--- config.mk ---
export PLATFORM = sky130hd
export DESIGN_NAME = scramble_sequencer
export DESIGN_NICKNAME = d
export VERILOG_FILES = /design/src/rtl/scramble_sequencer.sv
export SDC_FILE = /design/constraint.sdc
export NUM_CORES = 1
export LEC_CHECK = 0
export CORE_MARGIN = 1.5
export CORE_UTILIZATION = 60
export DETAILED_ROUTE_END_ITERATION = 16
export DONT_BUFFER_PORTS = 1
export GPL_ROUTABILITY_DRIVEN = 0
export MAX_ROUTING_LAYER = met4
export PLACE_DENSITY = 0.75
export SETUP_SLACK_MARGIN = 0.5
export SLEW_MARGIN = 20
export SYNTH_ARGS = -nofsm -noshare
export SYNTH_HDL_FRONTEND = slang
export SYNTH_SLANG_ARGS = --single-unit
--- constraint.sdc ---
create_clock -name clk -period 5.95 [get_ports clk]
set_input_delay 1.19 -clock clk [delete_from_list [all_inputs] [get_ports clk]]
set_output_delay 1.19 -clock clk [all_outputs]
set_load 0.02 [all_outputs]
--- src/rtl/scramble_sequencer.sv ---
// Shares the grid select/fire path between the player and an automatic scrambler that issues NUM_MOVES
// pseudo-random row/column fires per request; each move is 1+2*SETTLE_CYCLES+FIRE_WIDTH cycles.
module scramble_sequencer #(
   parameter int NUM_MOVES     = 16,
   parameter int SETTLE_CYCLES = 4,
   parameter int FIRE_WIDTH    = 1
) (
   input  logic       clk,
   input  logic       reset,
   input  logic       start,
   input  logic       abort,
   input  logic [2:0] rand_in,
   input  logic       user_nRow,
   input  logic [3:0] user_row_column,
   input  logic       user_fire,
   output logic       x_nRow,
   output logic [3:0] row_column,
   output logic       fire,
   output logic       busy,
   output logic       done,
   output logic [7:0] moves_done
);

   typedef enum logic [2:0] {IDLE, LOAD, SETUP, FIRE, GAP, DONE} state_t;

   localparam int PH_MAX = (SETTLE_CYCLES > FIRE_WIDTH) ? SETTLE_CYCLES : FIRE_WIDTH;
   localparam int PW     = (PH_MAX > 1) ? $clog2(PH_MAX) : 1;
   localparam logic [PW-1:0] SETTLE_LAST = PW'(SETTLE_CYCLES - 1);
   localparam logic [PW-1:0] FIRE_LAST   = PW'(FIRE_WIDTH - 1);
   localparam logic [8:0]    MOVES_TGT   = 9'(NUM_MOVES);

   state_t        state, state_nxt;
   logic [PW-1:0] phase;
   logic [2:0]    last_move;
   logic          last_vld;
   logic [2:0]    move_new;
   logic [8:0]    moves_inc;
   logic          gap_end;

   // Bumping a repeat avoids a move that would undo the one just made.
   assign move_new  = (last_vld && rand_in == last_move) ? rand_in + 3'd1 : rand_in;
   assign moves_inc = {1'b0, moves_done} + 9'd1;
   assign gap_end   = (state == GAP) && (phase == SETTLE_LAST);

   always_comb begin
      state_nxt  = state;
      x_nRow     = user_nRow;
      row_column = user_row_column;
      fire       = user_fire;
      busy       = 1'b0;
      done       = 1'b0;
      case (state)
         IDLE: begin
            if (start) state_nxt = LOAD;
         end
         LOAD: begin
            busy       = 1'b1;
            x_nRow     = move_new[2];
            row_column = 4'b0001 << move_new[1:0];
            fire       = 1'b0;
            state_nxt  = SETUP;
         end
         SETUP, FIRE, GAP: begin
            busy       = 1'b1;
            x_nRow     = last_move[2];
            row_column = 4'b0001 << last_move[1:0];
            fire       = (state == FIRE);
            if (state == SETUP && phase == SETTLE_LAST) state_nxt = FIRE;
            if (state == FIRE && phase == FIRE_LAST)    state_nxt = GAP;
            if (gap_end) state_nxt = (moves_inc >= MOVES_TGT) ? DONE : LOAD;
         end
         DONE: begin
            done      = 1'b1;
            fire      = 1'b0;
            state_nxt = IDLE;
         end
         default: state_nxt = IDLE;
      endcase
      // Abort gates fire combinationally so a pulse in flight is cut short.
      if (busy && abort) begin
         fire      = 1'b0;
         state_nxt = IDLE;
      end
   end

   always_ff @(posedge clk) begin
      if (reset) begin
         state      <= IDLE;
         phase      <= '0;
         moves_done <= 8'd0;
         last_move  <= 3'd0;
         last_vld   <= 1'b0;
      end else begin
         state <= state_nxt;
         if (state_nxt != state)
            phase <= '0;
         else if (busy)
            phase <= phase + 1'b1;
         if (state == IDLE && start) begin
            moves_done <= 8'd0;
            last_vld   <= 1'b0;
         end
         if (state == LOAD && !abort) begin
            last_move <= move_new;
            last_vld  <= 1'b1;
         end
         if (gap_end && !abort && ({1'b0, moves_done} < MOVES_TGT))
            moves_done <= moves_inc[7:0];
      end
   end

endmodule

---- After elaboration in Yosys (flattened, before gate mapping) ----
Cells that the tools add are included.
word-level totals
  word-level logic and storage cells ...... 56
  output and inout port bits .............. 16
  input bits .............................. 13
  register bits ........................... 17
operators by class
  reduce and logical (&&, ||, !) cells .... 18
  shift-type cells ........................ 2
  mux-type cells .......................... 18
  $add $sub $neg .......................... 3
  equal/unequal tests ..................... 8
  magnitude comparators ................... 2
operators by type and width
  cell                 number
  $mux 3               7
  $mux 8               2
  $add 8x1->9 const B  1
  $ge 9x5->1 const B   1
  $logic_and 1x1->1    9
  $pmux 3 s3           1
  $lt 8x5->1 const B   1
  $pmux 4 s2           1
  $shl 1x2->4 const A  2
  $eq 3x2->1 const B   2
  $eq 3x3->1 const B   2
  $mux 1               5
  $pmux 1 s2           2
  $reduce_bool 2->1    2
  $reduce_or 2->1      2
  $reduce_or 4->1      1
  $add 3x1->3 const B  1
  $eq 3x1->1 const B   1
  $eq 3x3->1           1
  $logic_not 3->1      1
  $ne 3x3->1           1
  $reduce_or 3->1      1
  $add 2x1->2 const B  1
  $eq 2x2->1 const B   1
  other kinds (2)      2

---- Longest topological paths before layout ----
Gate-level depths: netlist (run 1).
  depth in word-level cells ............... 9
  mapped depth ............................ 7
  depth with buffers taken out ............ 7

---- Worst setup path after synthesis (run 1) ----
No wires, ideal clock.
  path kind ............................... input port to output port
  from .................................... in rand_in[0]
  to ...................................... out row_column[3]
  buffers on the path ..................... 0
  stages .................................. 6
  arrival ................................. 2.628 ns
  path slack .............................. 2.132 ns
  data required time ...................... 4.760 ns
  cells stage by stage .................... ha_1 -> nand2_1 -> or4_4 -> a31oi_4 -> a31oi_1 -> a21oi_1
on the way
  word-level cells in the longest chain between the ends .. 5
  elaborated cells between the ends (all ways) .. 6
  those cells by class .................... add/sub (1); eq/ne (1); shift (1); mux (2); reduce/logical (1)
RTL lines
  item                                                                 line  source
  start: declaration                                                   12    input logic [2:0] rand_in,
  parallel branches: the longest is 2 deep, another holds $add 3x1->3  --
  $mux 3 *                                                             41    assign move_new = (last_vld && rand_in == last_move) ? rand_in + 3'd1 : rand_in;
  $shl 1x2->4 *                                                        59    row_column = 4'b0001 << move_new[1:0];
  $pmux 4 s2 *                                                         52    case (state)
  end: declaration                                                     17    output logic [3:0] row_column,
Every way passes the cells marked *.

---- Final worst setup path (run 1) ----
Same ends and word-level chain as after synthesis.

==> metrics.csv, run 1 <==
stage,metric,value,unit
run_status,status,completed,
timing,fin crit share,65.6,%
cts,CTS Hold Bufs,0,
placed_design,dpl ws,2.06,ns
cts,Post CTS Setup Buffer Count,0,
yosys,average size of a mapped cell,8.24,um2
yosys,cell area after synthesis,1190,um2
floorplanning,Row Count,15,
yosys,net count after synthesis,161,
global_route,GRT Resource Usage Total,25.6,%
timing,Slew @ Worst Pin,0.716,ns
setup_path,flop-to-flop setup slack,4.00,ns
pwr,pwr/cell area,193,nW/um2
setup_path,WS Path Type,in -> out,
layout,layout cell share with drive strength beyond 1,7.69,%
timing,Slew HR,52.2,%
global_route,gr ovfl total,0,
yosys,register area share after synthesis,28.7,%
route,Routed WL per cell,15.8,um
yosys,Synth async-reset ratio,0,%
timing,Setup WS post-layout,2.05,ns
yosys,XOR/XNOR share of the synthesized area,7.38,%
placed_design,dpl hpwl,2030,um
setup_path,CP endpoint kind,output pin,
yosys,post-synthesis adder-cell area fraction,4.22,%
layout,Synth-to-Final Area Change,2.21,%
cts,CTS tree,built,
route,Vias,1055,
setup_path,crit-path max FO,6,
timing,Setup Skew,0.00513,ns
yosys,Post-synth EDFFs,0,
cts,CTS root buf,clkbuf_4,
timing,# setup viols final,0,
layout,Ant. Diodes,0,
layout,fill cell count,156,
route,total routed wirelength,2660,um
layout,multi-input logic area,781,um2
yosys,Synth Area in Compound Gates,21.1,%
setup_path,Critical Path AT,2.71,ns
placed_design,placed cells,164,
timing,f_max,256,MHz
timing,Final Hold Fails,0,
placed_design,Port Buffers,0,
yosys,largest family of logic cells by synthesized area,simple AND/OR/NAND/NOR gates,
timing,setup tns final,0,ns
yosys,top cell type's share of synthesized area,28.7,%
yosys,most numerous cell in the Yosys netlist,nor2_1,
pwr,Max VDD drop,0.165,mV
setup_path,CP Data Required Time,4.76,ns
cts,clock latency on the worst-skew pair,0.30,ns
floorplanning,initial core utilization,66.5,%
route,DR DRC count,0,
setup_path,startpoint type of the worst setup path,input pin,
worst_hold_path,Worst Hold Class,reg -> reg,
cts,clock transition at the registers of the reported paths,0.10,ns
yosys,post-synthesis register bit count,17,
layout,Layout Cells excl Fill,168,
yosys,top_reg_cell synth,dfxtp_1,
floorplanning,Die X,47.5,um
timing,clock period minus worst slack,3.90,ns
cts,TritonCTS Buffers,3,
yosys,post-synthesis mux area share,2.53,%
yosys,Commonest cells post-synth,"18 x nor2_1, 17 x dfxtp_1, 9 x a21oi_1",
layout,register area,340,um2
global_route,largest net degree at the start of global routing,19,
cts,Resized cells post-CTS,0,
route,"antenna viol nets, final",0,
job,max cap viols,0,
pwr,LEAKAGE,0.417,nW
layout,NumNets Final,161,
timing,fin. max-slew vios,0,
floorplanning,CORE AREA,1780,um2
floorplanning,Die Ht,47.5,um
yosys,post-synthesis cell type count,46,
route,starting DRC count in detailed routing,15,
route,TritonRoute pass-1 iters,4,
cts,Sink Count,17,
global_route,vias in the first global route,929,
global_route,global-route wire length before repair,3910,um
yosys,post-synth top area cell,dfxtp_1,
yosys,post-synthesis simple-gate area fraction,30.6,%
cts,Clock Path Buffers,2,
floorplanning,Die Area,2250,um2
cts,H-tree levels,1,
yosys,Post-Synthesis Cells,144,
floorplanning,I/O Pins,29,
global_route,initial antenna violation count,0,
yosys,Ys Warns,0,
yosys,"top cells by area, synth","dfxtp_1 29%, nor2_1 5.7%, xnor2_1 4.4%",
route,via/cell ratio,6.28,
timing,WHS,0.555,ns
timing,RSZ-0062 raised after global routing,false,
## report_power, final
part	internal, W	switching (W)	total (W)
registers	0.000117	0.00000640	0.000123
logic	0.0000177	0.0000294	0.0000471
clock network	0.0000262	0.0000382	0.0000643
## worst paths after layout
kind,from,depth (start not counted),end
max reg2reg,state[2],5,moves_done[3]
min,phase[1],2,phase[1]
min reg2reg,phase[1],2,phase[1]
max,rand_in[0],6,row_column[3]
## placed cells by master, fill, tap and decap left out, types with 2 or more instances in the layout
master	Yosys	final
inv_1	7	7
or4_1	2	2
a311oi_1	2	2
nand2b_1	4	4
nor2b_1	4	4
nand4_1	3	3
a21oi_1	9	9
xnor2_1	6	6
nor2_1	18	18
a31oi_1	3	3
mux2i_1	3	3
nand3_1	5	5
clkbuf_4	0	3
and2_1	3	3
nor3_1	2	2
xor2_1	4	4
dfxtp_1	17	17
a22oi_1	3	3
ha_1	4	4
o21ai_0	3	3
nor3b_1	5	5
o22ai_1	2	2
nand2_1	8	8
## worst max-delay path, cell delays in order
cell	delay [ns]
ha_1	0.26
nand2_1	0.05
or4_4	0.45
a31oi_4	0.25
a31oi_1	0.11
a21oi_1	0.41
## stage by stage
stage | area [um2] | util (%) | total power (W)
4_1_cts | 1210 | 68.0 | 0.000235
6_report | 1210 | 68.0 | 0.000234
3_5_place_dp | 1190 | 66.5 | 0.000173
3_3_place_gp | 1190 | 66.5 | 0.000171
5_1_grt | 1210 | 68.0 | 0.000244
2_1_floorplan | 1190 | - | 0.000166
## layer usage
layer,GRT usage (%),vias to the layer above,share of wire [%]
li1,-,525,-
met1,28.2,492,41
met2,45.9,36,51
met3,5.66,2,6.7
met4,6.67,0,1.1
met5,-,-,0
## registers in the layout (all words and copies together), names as in the netlist
name	count
last_vld	1
last_move	3
phase	2
moves_done	8
state	3
## area by class of cell
| type | instances | share of cell area, % |
|---|---|---|
| Timing Repair Buffer | 1 | 0.619 |
| Tap cell | 25 | 2.58 |
| Sequential cell | 17 | 28.1 |
| Inverter | 7 | 2.17 |
| Clock buffer | 4 | 2.17 |
| Multi-Input combinational cell | 114 | 64.4 |
## cells by family (layout without fill, tap and decap cells)
kind of cell / after synthesis / in the layout
xor gates and xnor gates: 10 / 10
DFF: 17 / 17
buffers and inverters: 13 / 12
and+or+nand+nor: 63 / 63
muxes: 3 / 3
adders and majority gates: 4 / 4
AOI/OAI and AO/OA: 34 / 34
Note: power is estimated with default switching activity, not from simulation.
==> run 2, diff against run 1 <==
Clock period 5.95 ns to 3.93 ns, I/O delays scaled along.
==> metrics.csv, run 2 (same netlist as run 1, synthesis figures left out) <==
stage,metric,value,unit
layout,fill cell count,146,
run_status,status,completed,
cts,clock transition at the registers of the reported paths,0.09,ns
global_route,gr ovfl total,0,
pwr,combinational share of power,20.4,%
layout,Largest register FFs,8,
setup_path,CP Data Required Time,3.14,ns
pwr,LEAKAGE,0.417,nW
cts,clock latency on the worst-skew pair,0.29,ns
global_route,initial antenna violation count,0,
route,Routed WL per cell,15.6,um
cts,CTS root buf,clkbuf_4,
timing,Setup Skew,0.00417,ns
cts,Sink Count,17,
cts,TritonCTS Buffers,3,
timing,Slew HR,53.8,%
floorplanning,I/O Pins,29,
worst_hold_path,Hold Crit Depth,1,
route,TritonRoute pass-1 iters,4,
pwr,Clock power frac,26.6,%
setup_path,Reg2Reg Depth,5,
setup_path,startpoint type of the worst setup path,input pin,
setup_path,WS Path Type,in -> out,
pwr,Max VDD drop,0.284,mV
setup_path,CP max stage delay,0.44,ns
setup_path,flop-to-flop setup slack,1.97,ns
placed_design,dpl hpwl,1980,um
cts,Clock Path Buffers,2,
worst_hold_path,Worst Hold Class,in -> reg,
global_route,GRT Resource Usage Total,25.4,%
setup_path,Crit-path slowest cell,or4_4,
layout,most frequent cells in the layout,"18 x nor2_1, 17 x dfxtp_1, 9 x a21oi_1",
floorplanning,CORE AREA,1780,um2
global_route,largest net degree at the start of global routing,19,
layout,Synth-to-Final Area Change,2.21,%
layout,Ant. Diodes,0,
pwr,pwr/cell area,290,nW/um2
cts,Resized cells post-CTS,0,
timing,RSZ-0062 raised after global routing,false,
route,DR DRC count,0,
timing,Slew @ Worst Pin,0.691,ns
timing,Final Hold Fails,0,
layout,top flop regs,"moves_done (8), last_move (3), state (3)",
route,"antenna viol nets, final",0,
cts,CTS tree,built,
job,max cap viols,0,
pwr,Sw Share,30.9,%
placed_design,Port Buffers,0,
timing,clock period minus worst slack,3.12,ns
timing,f_max,321,MHz
pwr,Final Power,0.000352,W
timing,# setup viols final,0,
setup_path,worst path buffer plus inverter count,0,
timing,fin crit share,79.3,%
floorplanning,Row Count,15,
pwr,Flop pwr share,53.0,%
layout,NumNets Final,161,
layout,layout cell share with drive strength beyond 1,7.69,%
pwr,Int Power,0.000243,W
pwr,Sw Pwr,0.000109,W
route,via/cell ratio,6.26,
layout,post-route cell area,1210,um2
layout,"commonest non-fill, non-tap cell in the layout",nor2_1,
floorplanning,Die Ht,47.5,um
cts,Post CTS Setup Buffer Count,0,
route,total routed wirelength,2620,um
global_route,vias in the first global route,945,
floorplanning,initial core utilization,66.5,%
setup_path,Levels on crit path,6,
global_route,global-route wire length before repair,3940,um
setup_path,crit-path max FO,6,
route,starting DRC count in detailed routing,22,
route,Vias,1052,
cts,H-tree levels,1,
setup_path,"delay-heaviest family, CP",compound AO/OA/AOI/OAI gates,
placed_design,dpl cell area,1190,um2
setup_path,CP endpoint kind,output pin,
setup_path,Critical Path AT,2.33,ns
layout,Largest Register,moves_done,
timing,fin. max-slew vios,0,
setup_path,CP cell instances,"ha_1, nand2_1, or4_4, a31oi_4, a31oi_1, a21oi_1",
floorplanning,Die X,47.5,um
cts,CTS Hold Bufs,0,
timing,setup tns final,0,ns
floorplanning,Die Area,2250,um2
==> run 2: worst paths after layout <==
kind | start | end
max | rand_in[0] | row_column[3]
max reg2reg | state[2] | moves_done[3]
min | reset | moves_done[1]
min reg2reg | phase[1] | phase[1]
==> run 2: final cells by class <==
class                      count  area, um2  share of cell area (%)
multi-input combinational    114        781                    64.4
sequential                    17        340                    28.1
tap                           25       31.3                    2.58
clock buffer                   4       26.3                    2.17
inverter                       7       26.3                    2.17
timing repair buffer           1       7.51                   0.619
==> run 2: power groups by stage <==
stage | logic [W] | clock network (W) | registers [W]
after detailed placement | 0.0000715 | 0 | 0.000190
after global routing | 0.0000785 | 0.0000992 | 0.000187
after floorplan | 0.0000666 | 0 | 0.000184
final | 0.0000718 | 0.0000935 | 0.000186
after global placement | 0.0000684 | 0 | 0.000190
after CTS | 0.0000718 | 0.0000950 | 0.000186
==> run 2: through the flow <==
stage               setup slack [ns]  hold slack, ns  utilization (%)  instances
floorplan                      0.920           0.488                -        144
global placement               0.866           0.505             66.5        164
detailed placement             0.818           0.542             66.5        164
CTS                            0.821           0.549             68.0        168
global route                   0.760           0.542             68.0        168
finish                         0.813           0.549             68.0        168
==> run 2: layer usage <==
layer	GRT usage, %	up-vias	share of wire, %
met3	5.66	4	6.3
met4	5.56	0	0.76
met2	41.9	31	48
met1	31.6	492	45
li1	-	525	-
met5	-	-	0
==> run 3, diff against run 2 <==
Settings changed: ABC_AREA from default to 1.
Clock period 3.93 ns to 2.91 ns, I/O delays scaled along.
==> metrics.csv, run 3 <==
stage,metric,value,unit
run_status,status,completed,
setup_path,WS Path Type,reg -> out,
yosys,top_reg_cell synth,dfxtp_1,
floorplanning,Die X,46.9,um
timing,WHS,0.338,ns
setup_path,CP Data Required Time,2.33,ns
worst_hold_path,Hold Crit Depth,1,
cts,clock transition at the registers of the reported paths,0.10,ns
layout,Largest register FFs,8,
route,"antenna viol nets, final",0,
route,starting DRC count in detailed routing,24,
yosys,post-synthesis register bit count,17,
yosys,register area share after synthesis,29.4,%
floorplanning,initial core utilization,65.6,%
route,Vias,1209,
cts,clock latency on the worst-skew pair,0.29,ns
cts,Sink Count,17,
cts,CTS root buf,clkbuf_4,
floorplanning,I/O Pins,29,
timing,Setup Skew,0.00556,ns
route,via/cell ratio,5.47,
worst_hold_path,Worst Hold Class,in -> reg,
placed_design,Port Buffers,0,
yosys,average size of a mapped cell,6.09,um2
layout,"commonest non-fill, non-tap cell in the layout",nand2_1,
yosys,top cell type's share of synthesized area,29.4,%
timing,fin. max-slew vios,0,
global_route,initial antenna violation count,0,
pwr,pwr/cell area,446,nW/um2
layout,Layout Cells excl Fill,221,
route,DR DRC count,0,
timing,Slew @ Worst Pin,0.385,ns
pwr,Max VDD drop,0.337,mV
global_route,GRT Resource Usage Total,25.7,%
setup_path,CP cell instances,"or2_4, a21oi_2, nand2_2, inv_2, nand2_2, xor2_2, o21ai_1, buf_4",
yosys,most numerous cell in the Yosys netlist,nand2_1,
layout,most frequent cells in the layout,"51 x nand2_1, 24 x inv_1, 19 x nand3_1",
placed_design,dpl ws,0.600,ns
yosys,Commonest cells post-synth,"64 x nand2_1, 26 x inv_1, 21 x nand3_1",
setup_path,startpoint type of the worst setup path,flop,
timing,fin crit share,80.6,%
timing,clock period minus worst slack,2.35,ns
floorplanning,Row Count,15,
yosys,Post-synth EDFFs,0,
setup_path,Reg2Reg Depth,10,
floorplanning,Die Ht,46.9,um
timing,# setup viols final,0,
layout,Largest Register,moves_done,
cts,H-tree levels,1,
layout,Final Util,73.3,%
layout,layout cell share with drive strength beyond 1,18.4,%
setup_path,Crit-path slowest cell,dfxtp_4,
timing,Setup WS post-layout,0.564,ns
yosys,net count after synthesis,207,
global_route,largest net degree at the start of global routing,12,
yosys,post-synth top area cell,dfxtp_1,
global_route,vias in the first global route,954,
placed_design,placed cells,214,
global_route,gr ovfl total,0,
cts,CTS tree,built,
setup_path,CP endpoint kind,output pin,
cts,TritonCTS Buffers,3,
route,Routed WL per cell,11.9,um
layout,fill cell count,178,
job,max cap viols,0,
setup_path,Most common cell on crit path,nand2_2,
layout,NumNets Final,214,
layout,Synth-to-Final Area Change,11.7,%
route,total routed wirelength,2640,um
setup_path,crit-path max FO,3,
placed_design,dpl hpwl,1950,um
global_route,global-route wire length before repair,3820,um
yosys,post-synthesis cell type count,23,
layout,Ant. Diodes,0,
floorplanning,Die Area,2200,um2
timing,Slew HR,74.3,%
layout,top flop regs,"moves_done (8), last_move (3), state (3)",
timing,f_max,426,MHz
yosys,cell area after synthesis,1160,um2
yosys,Synth async-reset ratio,0,%
setup_path,Critical Path AT,1.76,ns
setup_path,CP max stage delay,0.36,ns
pwr,LEAKAGE,0.618,nW
route,TritonRoute pass-1 iters,4,
timing,RSZ-0062 raised after global routing,false,
timing,setup tns final,0,ns
timing,Final Hold Fails,0,
yosys,"top cells by area, synth","dfxtp_1 29%, nand2_1 21%, nand3_1 9.1%",
yosys,Ys Warns,0,
yosys,Post-Synthesis Cells,190,
floorplanning,CORE AREA,1760,um2
cts,Clock Path Buffers,2,
## run 3: cell count changes after synthesis, sizes merged, moves of 4 or more
cell / change
xnor2: -6
nand2: +57
nor2b: -4
o21ai: +7
nand2b: -4
nor3b: -5
inv: +20
nand3: +18
## run 3: layout make-up
| class | instances | area (um2) | area share (%) |
|---|---|---|---|
| sequential | 17 | 347 | 26.8 |
| tap | 25 | 31.3 | 2.42 |
| timing repair buffer | 4 | 30.0 | 2.32 |
| multi-input combinational | 144 | 757 | 58.6 |
| clock buffer | 4 | 26.3 | 2.03 |
| inverter | 27 | 101 | 7.84 |
## run 3: cell families (layout without fill, tap and decap cells)
group / Yosys count / count (layout) / synth area share, %
AOI/OAI and AO/OA: 24 / 24 / 11.1
xor gates and xnor gates: 2 / 2 / 1.51
adders and majority gates: 4 / 4 / 4.32
buffers and inverters: 29 / 35 / 10.1
DFF: 17 / 17 / 29.4
and+or+nand+nor: 114 / 114 / 43.6
## run 3: path summary, 6_finish.rpt
check	start	to	slack, ns
setup / recovery	last_move[1]	x_nRow	0.56
hold / removal	reset	moves_done[1]	0.34
setup reg to reg	moves_done[0]	phase[0]	1.18
hold reg to reg	last_vld	last_vld	0.47
## run 3: layer usage
layer | part of all wire [%] | track usage [%] | vias up
li1 | - | - | 621
met1 | 43 | 28.8 | 557
met2 | 52 | 43.3 | 27
met3 | 4.8 | 8.08 | 4
met4 | 1.0 | 8.33 | 0
met5 | 0 | - | -
## run 3: worst max-delay path: cells and delay by family, from the launching register on
kind | cells | cell delay, ns
flops | 1 | 0.36
simple gates | 3 | 0.41
compound gates | 2 | 0.30
buf+inv | 2 | 0.26
xor+xnor | 1 | 0.15
## run 3: per-stage QoR
step / power, W / cell area [um2]
6_report: 0.000577 / 1290
5_1_grt: 0.000611 / 1290
4_1_cts: 0.000561 / 1210
3_5_place_dp: 0.000431 / 1180
3_3_place_gp: 0.000429 / 1180
2_1_floorplan: 0.000407 / 1160
## run 3: repair_timing
item                       CTS  global route
setup buffers                0             3
hold buffers                 0             0
pin swaps                    0             9
gates resized for setup      4            22
cloned                       0             0
setup endpoints to repair    3             6
hold endpoints to repair     0             0
## run 3: report_power, final
part	total (W)	internal (W)	switching (W)
clock network	0.000126	0.0000534	0.0000730
registers	0.000257	0.000244	0.0000135
logic	0.000193	0.0000603	0.000133
